[src/rtl/button_conditioner.sv]
// rtl/button_conditioner.sv - multi-channel button synchronizer, tick-sampled debouncer, press/release/long-press pulses
// Long-press counting is built only when BUTTON_LONG_PRESS_EN is defined; otherwise btn_long is tied low.
module button_conditioner #(
   parameter int NBTN       = 4,
   parameter int TICK_DIV   = 500000,
   parameter int STABLE_CNT = 3,
   parameter int LONG_TICKS = 100
) (
   input  logic            clock,
   input  logic            reset,
   input  logic [NBTN-1:0] button,
   output logic            tick,
   output logic [NBTN-1:0] btn_level,
   output logic [NBTN-1:0] btn_press,
   output logic [NBTN-1:0] btn_release,
   output logic [NBTN-1:0] btn_long
);
   localparam int TW = $clog2(TICK_DIV);
   localparam int SW = $clog2(STABLE_CNT + 1);
   localparam logic [TW-1:0] TICK_LAST   = TW'(TICK_DIV - 1);
   localparam logic [SW-1:0] STABLE_LAST = SW'(STABLE_CNT);

   logic [NBTN-1:0] sync_meta;
   logic [NBTN-1:0] sync;
   logic [TW-1:0]   presc;
   logic            tick_int;
   logic [NBTN-1:0] level_q;
   logic [NBTN-1:0] press_q;
   logic [NBTN-1:0] release_q;
   logic [NBTN-1:0] toggle;
   logic [SW-1:0]   stab_cnt  [NBTN];
   logic [SW-1:0]   stab_next [NBTN];

   always_ff @(posedge clock) begin
      if (reset) begin
         sync_meta <= '0;
         sync      <= '0;
      end else begin
         sync_meta <= button;
         sync      <= sync_meta;
      end
   end

   assign tick_int = (presc == TICK_LAST);

   always_ff @(posedge clock) begin
      if (reset || tick_int) begin
         presc <= '0;
      end else begin
         presc <= presc + TW'(1);
      end
   end

   // Counters only move on a tick, so anything between samples is never seen.
   always_comb begin
      for (int i = 0; i < NBTN; i++) begin
         stab_next[i] = stab_cnt[i];
         toggle[i]    = 1'b0;
         if (tick_int) begin
            if (sync[i] != level_q[i]) begin
               if (stab_cnt[i] + SW'(1) == STABLE_LAST) begin
                  stab_next[i] = '0;
                  toggle[i]    = 1'b1;
               end else begin
                  stab_next[i] = stab_cnt[i] + SW'(1);
               end
            end else begin
               stab_next[i] = '0;
            end
         end
      end
   end

   always_ff @(posedge clock) begin
      if (reset) begin
         level_q   <= '0;
         press_q   <= '0;
         release_q <= '0;
         for (int i = 0; i < NBTN; i++) begin
            stab_cnt[i] <= '0;
         end
      end else begin
         level_q   <= level_q ^ toggle;
         press_q   <= toggle & ~level_q;
         release_q <= toggle & level_q;
         for (int i = 0; i < NBTN; i++) begin
            stab_cnt[i] <= stab_next[i];
         end
      end
   end

   assign tick        = tick_int & ~reset;
   assign btn_level   = level_q & {NBTN{~reset}};
   assign btn_press   = press_q & {NBTN{~reset}};
   assign btn_release = release_q & {NBTN{~reset}};

`ifdef BUTTON_LONG_PRESS_EN
   localparam int LW = $clog2(LONG_TICKS + 1);
   localparam logic [LW-1:0] LONG_LAST = LW'(LONG_TICKS);

   logic [LW-1:0]   long_cnt [NBTN];
   logic [NBTN-1:0] long_q;

   // The press tick itself is not counted; the count saturates so the pulse fires once per hold.
   always_ff @(posedge clock) begin
      if (reset) begin
         long_q <= '0;
         for (int i = 0; i < NBTN; i++) begin
            long_cnt[i] <= '0;
         end
      end else begin
         for (int i = 0; i < NBTN; i++) begin
            long_q[i] <= 1'b0;
            if (!level_q[i] || toggle[i]) begin
               long_cnt[i] <= '0;
            end else if (tick_int && long_cnt[i] != LONG_LAST) begin
               long_cnt[i] <= long_cnt[i] + LW'(1);
               long_q[i]   <= (long_cnt[i] + LW'(1) == LONG_LAST);
            end
         end
      end
   end

   assign btn_long = long_q & {NBTN{~reset}};
`else
   logic unused_long_ticks;
   assign unused_long_ticks = ^LONG_TICKS;
   assign btn_long          = '0;
`endif

endmodule

[config.mk]
export PLATFORM = sky130hd
export DESIGN_NAME = button_conditioner
export DESIGN_NICKNAME = d
export VERILOG_FILES = /design/src/rtl/button_conditioner.sv
export SDC_FILE = /design/constraint.sdc
export NUM_CORES = 1
export LEC_CHECK = 0
export ABC_AREA = 1
export CAP_MARGIN = 20
export CORE_MARGIN = 4
export CORE_UTILIZATION = 45
export DETAILED_ROUTE_END_ITERATION = 16
export GPL_ROUTABILITY_DRIVEN = 0
export PLACE_DENSITY = 0.64
export SYNTH_ARGS = -nofsm -noshare
export SYNTH_HDL_FRONTEND = slang
export SYNTH_SLANG_ARGS = --single-unit
[constraint.sdc]
create_clock -name clock -period 2.3 [get_ports clock]
set_clock_uncertainty 0.2 [all_clocks]
set_input_delay 0.345 -clock clock [delete_from_list [all_inputs] [get_ports clock]]
set_output_delay 0.345 -clock clock [all_outputs]
set_load 0.01 [all_outputs]
# Yosys cells after proc, flatten, opt, wreduce, memory -nomap -nowiden
# Memory sizes are Yosys's and may differ from the RTL's.
# Index checks and enable logic that the tools add are counted.
# totals
register_bits	39
ramBits	8
input_bits	6
output_inout_bits	17
elab_cells	66
n_memories	1
# mem_list
memory	words	width	rd	rd_clocked_by_memory_dff	wr	line	source
stab_cnt	4	2	4	0	4	31	logic [SW-1:0] stab_cnt [NBTN];
# classes
n_addsub	5
n_eq_ne	9
muxes	31
bitwise_logic	13
reduce_logical	1
# ops
operator	n
2-bit 2-to-1 mux	16
4-bit bitwise AND	5
19-bit by 1-bit adder with 19-bit output, second input constant	1
19-bit == test, second input constant	1
1-bit 2-to-1 mux	15
2-bit by 1-bit adder with 2-bit output, second input constant	4
2-bit == test, second input constant	4
1-bit inequality test	4
4-bit inverter	1
1-bit bitwise OR	4
4-bit XOR	1
1-bit bitwise AND	1
1-bit logical OR	1
1-bit inverter	1

# Depth between registers and ports, before layout
# An unclocked memory read counts as a cell.
# depth
depth_word	7
mapped_depth	10
mapped_depth_nobuf	10

# Worst setup path after synthesis
# OpenSTA, ideal clock, no wires.
# synth_path
kind	register to output
start	reg presc[0]
end	out tick
t_arrival_ns	1.338
required_time_ns	1.755
setup_slack_ns	0.417
path_stages_with_launch	8
path_buffers	0
path_cell_list	dfxtp_1 -> ha_1 -> nand2_1 -> nor2_4 -> nand3_1 -> nor2_4 -> inv_2 -> nor2_1
# synth_between
elab_chain_cells	2
# synth_lines
element	line	source
start: declaration	25	logic [TW-1:0] presc;
start signal: assignment	50	presc <= presc + TW'(1);
19-bit == test	44	assign tick_int = (presc == TICK_LAST);
1-bit bitwise AND	92	assign tick = tick_int & ~reset;
end: declaration	12	output logic tick,
# No other way between the ends.

# Worst setup path in the final report
# layout_path
start	in reset
end	out btn_release[3]
# layout_between
elab_chain_cells	2
# layout_lines
element	line	source
start: declaration	10	input logic reset,
1-bit inverter	95	assign btn_release = release_q & {NBTN{~reset}};
4-bit bitwise AND	95	
end: declaration	15	output logic [NBTN-1:0] btn_release,
# No other way between the ends.

==> results.md <==
- Status: completed
- Slowest CP cell: clkdlybuf4s50_1
- Hold depth: 2
- Max stage delay on crit path: around 540 ps
- Leak: around 1.0 nW
- Clock share of power: a little over a third
- Min-Delay Startpoint: sync_meta[3]
- Vias: ~1900
- Placed Area: 2611 um2
- Vias in the first global route: between 1500 and 2000
- RSZ-0062 raised after global routing: false
- Filler cells: just over 500
- Post-Place Cells: 410
- Area Growth Syn to Fin: 17.22%
- VDD IR max: around 0.00030 V
- CTS Buf Count: 5
- FF+latch count, synth: 47
- Pint: 1.065 mW
- Height of the die: about 80 um
- First-pass DRT Iterations: 4
- Final non-filler cell total: roughly 420
- Register-to-Register Path Depth: 10
- Buffers on Ports: 18
- Most common cell after layout, fill and taps aside: nor2_1
- Combinational power share: ~4.9%
- Worst EP arrival: 1630 ps
- Final Setup Violations: 0
- Setup Crit Path Kind: input pin to output pin
- Clock slew at reported path FFs: 80 ps
- Dominant cell type by area after synthesis: dfxtp_1
- R2r setup slk: ~400 ps
- Power per standard cell area: 511.6 nW/um2
- Drt wl/cell: between 9 and 10 um
- Total Wirelength: 3.960 mm
- Max Clk Rate: 0.4590 GHz
- Vias per inst: 4.431
- Clk sinks: 47
- Most frequent cells in the layout: nor2_1, nand2_1, inv_1
- Overflow after GRT: 0
- Skew-Pair Late Insertion Delay: approximately 300 ps
- 1st-iter DRT viols: 95
- Critical path, cell by cell: clkdlybuf4s50_1, buf_12, nor2_1, clkdlybuf4s50_1
- Setup tns final: 0 ps
- Rows: 25
- # diodes: 0
- Pin count of the biggest net entering global routing: 24
- R2R Path Start: presc[1]
- CTS Hold Buffers Added: 0
- H-tree depth: 2
- First-pass GRT wire length: between 7 and 8 mm
- Yosys cell types: 26
- Sequential share of the synthesized area: approximately two fifths
- Total I/O pin count: 23
- Post-Syn Area: roughly 2300 um2
- DIE AREA: 6309 um2
- Max cap viols: 0
- Sw power: 0.3120 mW
- Worst Hold Class: register to register
- Critical Path End Type: output pin
- Global Route Usage Sum: 14.99%
- Fin. Hold Viols: 0
- Sw Ratio: 22.66%
- Hpwl dp: between 2 and 3 mm
- Slew Viols, Final: 0
- Critical path peak fanout: 23
- Reg power frac: about three fifths
- Core footprint: ~4800 um2
- Power Total: 1.377 mW
- Final instance area: 2691 um2
- Fin crit period: approximately 2200 ps
- CTS tree: yes
- Initial core utilization: 47.66%
- Synth Instances: roughly 320
- Crit path required time: between 1500 and 2000 ps
- WHS Endpoint: sync[3]
- Initial antenna violation count: 0
- # DRC: 0
- Synthesized area per cell: 7.197 um2
- Routed Antenna Nets: 0
- Crit path top cell by count: clkdlybuf4s50_1
- Nets: between 300 and 400
- Synth area leaders: dfxtp_1, nor2_1, nand2_1
- CP Launch Type: input pin
- Synth warn: 0
- Maximum clock path buffer count: 2
- Clk Tree Root Cell: clkbuf_8
- Tcrit/Tclk final: a little over nine tenths
- Synth top area share: approximately two fifths
- Critical R2R Capture: level_q[0]
- Die width: 79.43 um
- Layout cells sized above 1: 12.25%
[power by group through the flow]
stage	logic, mW	registers, mW	clock network, mW
floorplan	0.0500	0.849	0
detailed placement	0.0680	0.848	0
CTS	0.0684	0.829	0.507
global placement	0.0676	0.848	0
global route	0.0771	0.830	0.539
finish	0.0673	0.828	0.481
[registers in the layout, summed over array words and instances (netlist names)]
signal / flops
press_q: 4
sync: 4
stab_cnt: 8
release_q: 4
sync_meta: 4
presc: 19
level_q: 4
[synth_stat cells]
master	number
nor2_1	72
nand2_1	51
inv_1	48
dfxtp_1	47
nand3_1	27
nor2_2	13
xor2_1	10
ha_1	9
nor3_1	8
xnor2_1	5
buf_4	4
clkbuf_1	4
nand4_1	4
inv_2	3
nor2_4	2
o21bai_1	2
buf_12	1
buf_2	1
clkinv_1	1
conb_1	1
nand2_4	1
nand3_2	1
nand3_4	1
nand3b_1	1
nor3_2	1
o21ai_0	1
[worst max-delay path by stage]
stage / from / to / slack, ps
after detailed placement: reset / btn_release[0] / 130
after floorplan: presc[0] / tick / 420
after CTS: presc[1] / tick / 80
final: reset / btn_release[3] / 120
after global placement: reset / tick / 150
after global routing: presc[1] / tick / 50
[cell type report]
class / count / area, um2 / share of cell area, %
Clock buffer: 6 / 72.57 / 2.696
Clock inverter: 2 / 12.51 / 0.4649
Timing Repair Buffer: 31 / 285.3 / 10.60
Multi-Input combinational cell: 213 / 1101 / 40.91
Sequential cell: 47 / 940.9 / 34.96
Tap cell: 67 / 83.83 / 3.115
Inverter: 52 / 195.2 / 7.252
[stage by stage]
| stage | hold WS (ps) | utilization (%) | setup slack (ps) |
|---|---|---|---|
| floorplan | 188.3 | - | 417.1 |
| CTS | 212.5 | 55.95 | 78.71 |
| global route | 240.7 | 55.87 | 49.80 |
| detailed placement | 199.0 | 54.21 | 128.2 |
| global placement | 191.4 | 54.21 | 147.8 |
| finish | 206.7 | 55.87 | 121.4 |
[timing repair]
item | in CTS | in global routing
pin swaps | 0 | 0
setup endpoints to repair | 1 | 1
setup buffers | 0 | 0
resized for setup | 1 | 2
[kinds of logic after synthesis]
logic type               Yosys count  share of synthesized area (%)
AO/OA/AOI/OAI                      3                         0.8715
XOR/XNOR                          15                          5.722
other                              1                         0.1633
flip-flops                        47                          40.98
AND/OR/NAND/NOR                  182                          35.80
buffers and inverters             62                          11.55
adder cells (fa/ha/maj)            9                          4.905
[layer usage]
| metal | track usage, % | vias up | wire length, um |
|---|---|---|---|
| met1 | 18.58 | 813 | 2000 |
| met5 | 0 | - | 0 |
| met4 | 5.155 | 0 | 56 |
| met2 | 25.13 | 22 | 1761 |
| met3 | 3.837 | 5 | 142 |
| li1 | - | 1012 | - |
[worst max-delay path: cells and delay by family]
| family | cells | cell delay [ps] |
|---|---|---|
| buffers and inverters | 3 | 1160 |
| and+or+nand+nor | 1 | 120 |
No activity file was read; power rests on OpenSTA's default activity.
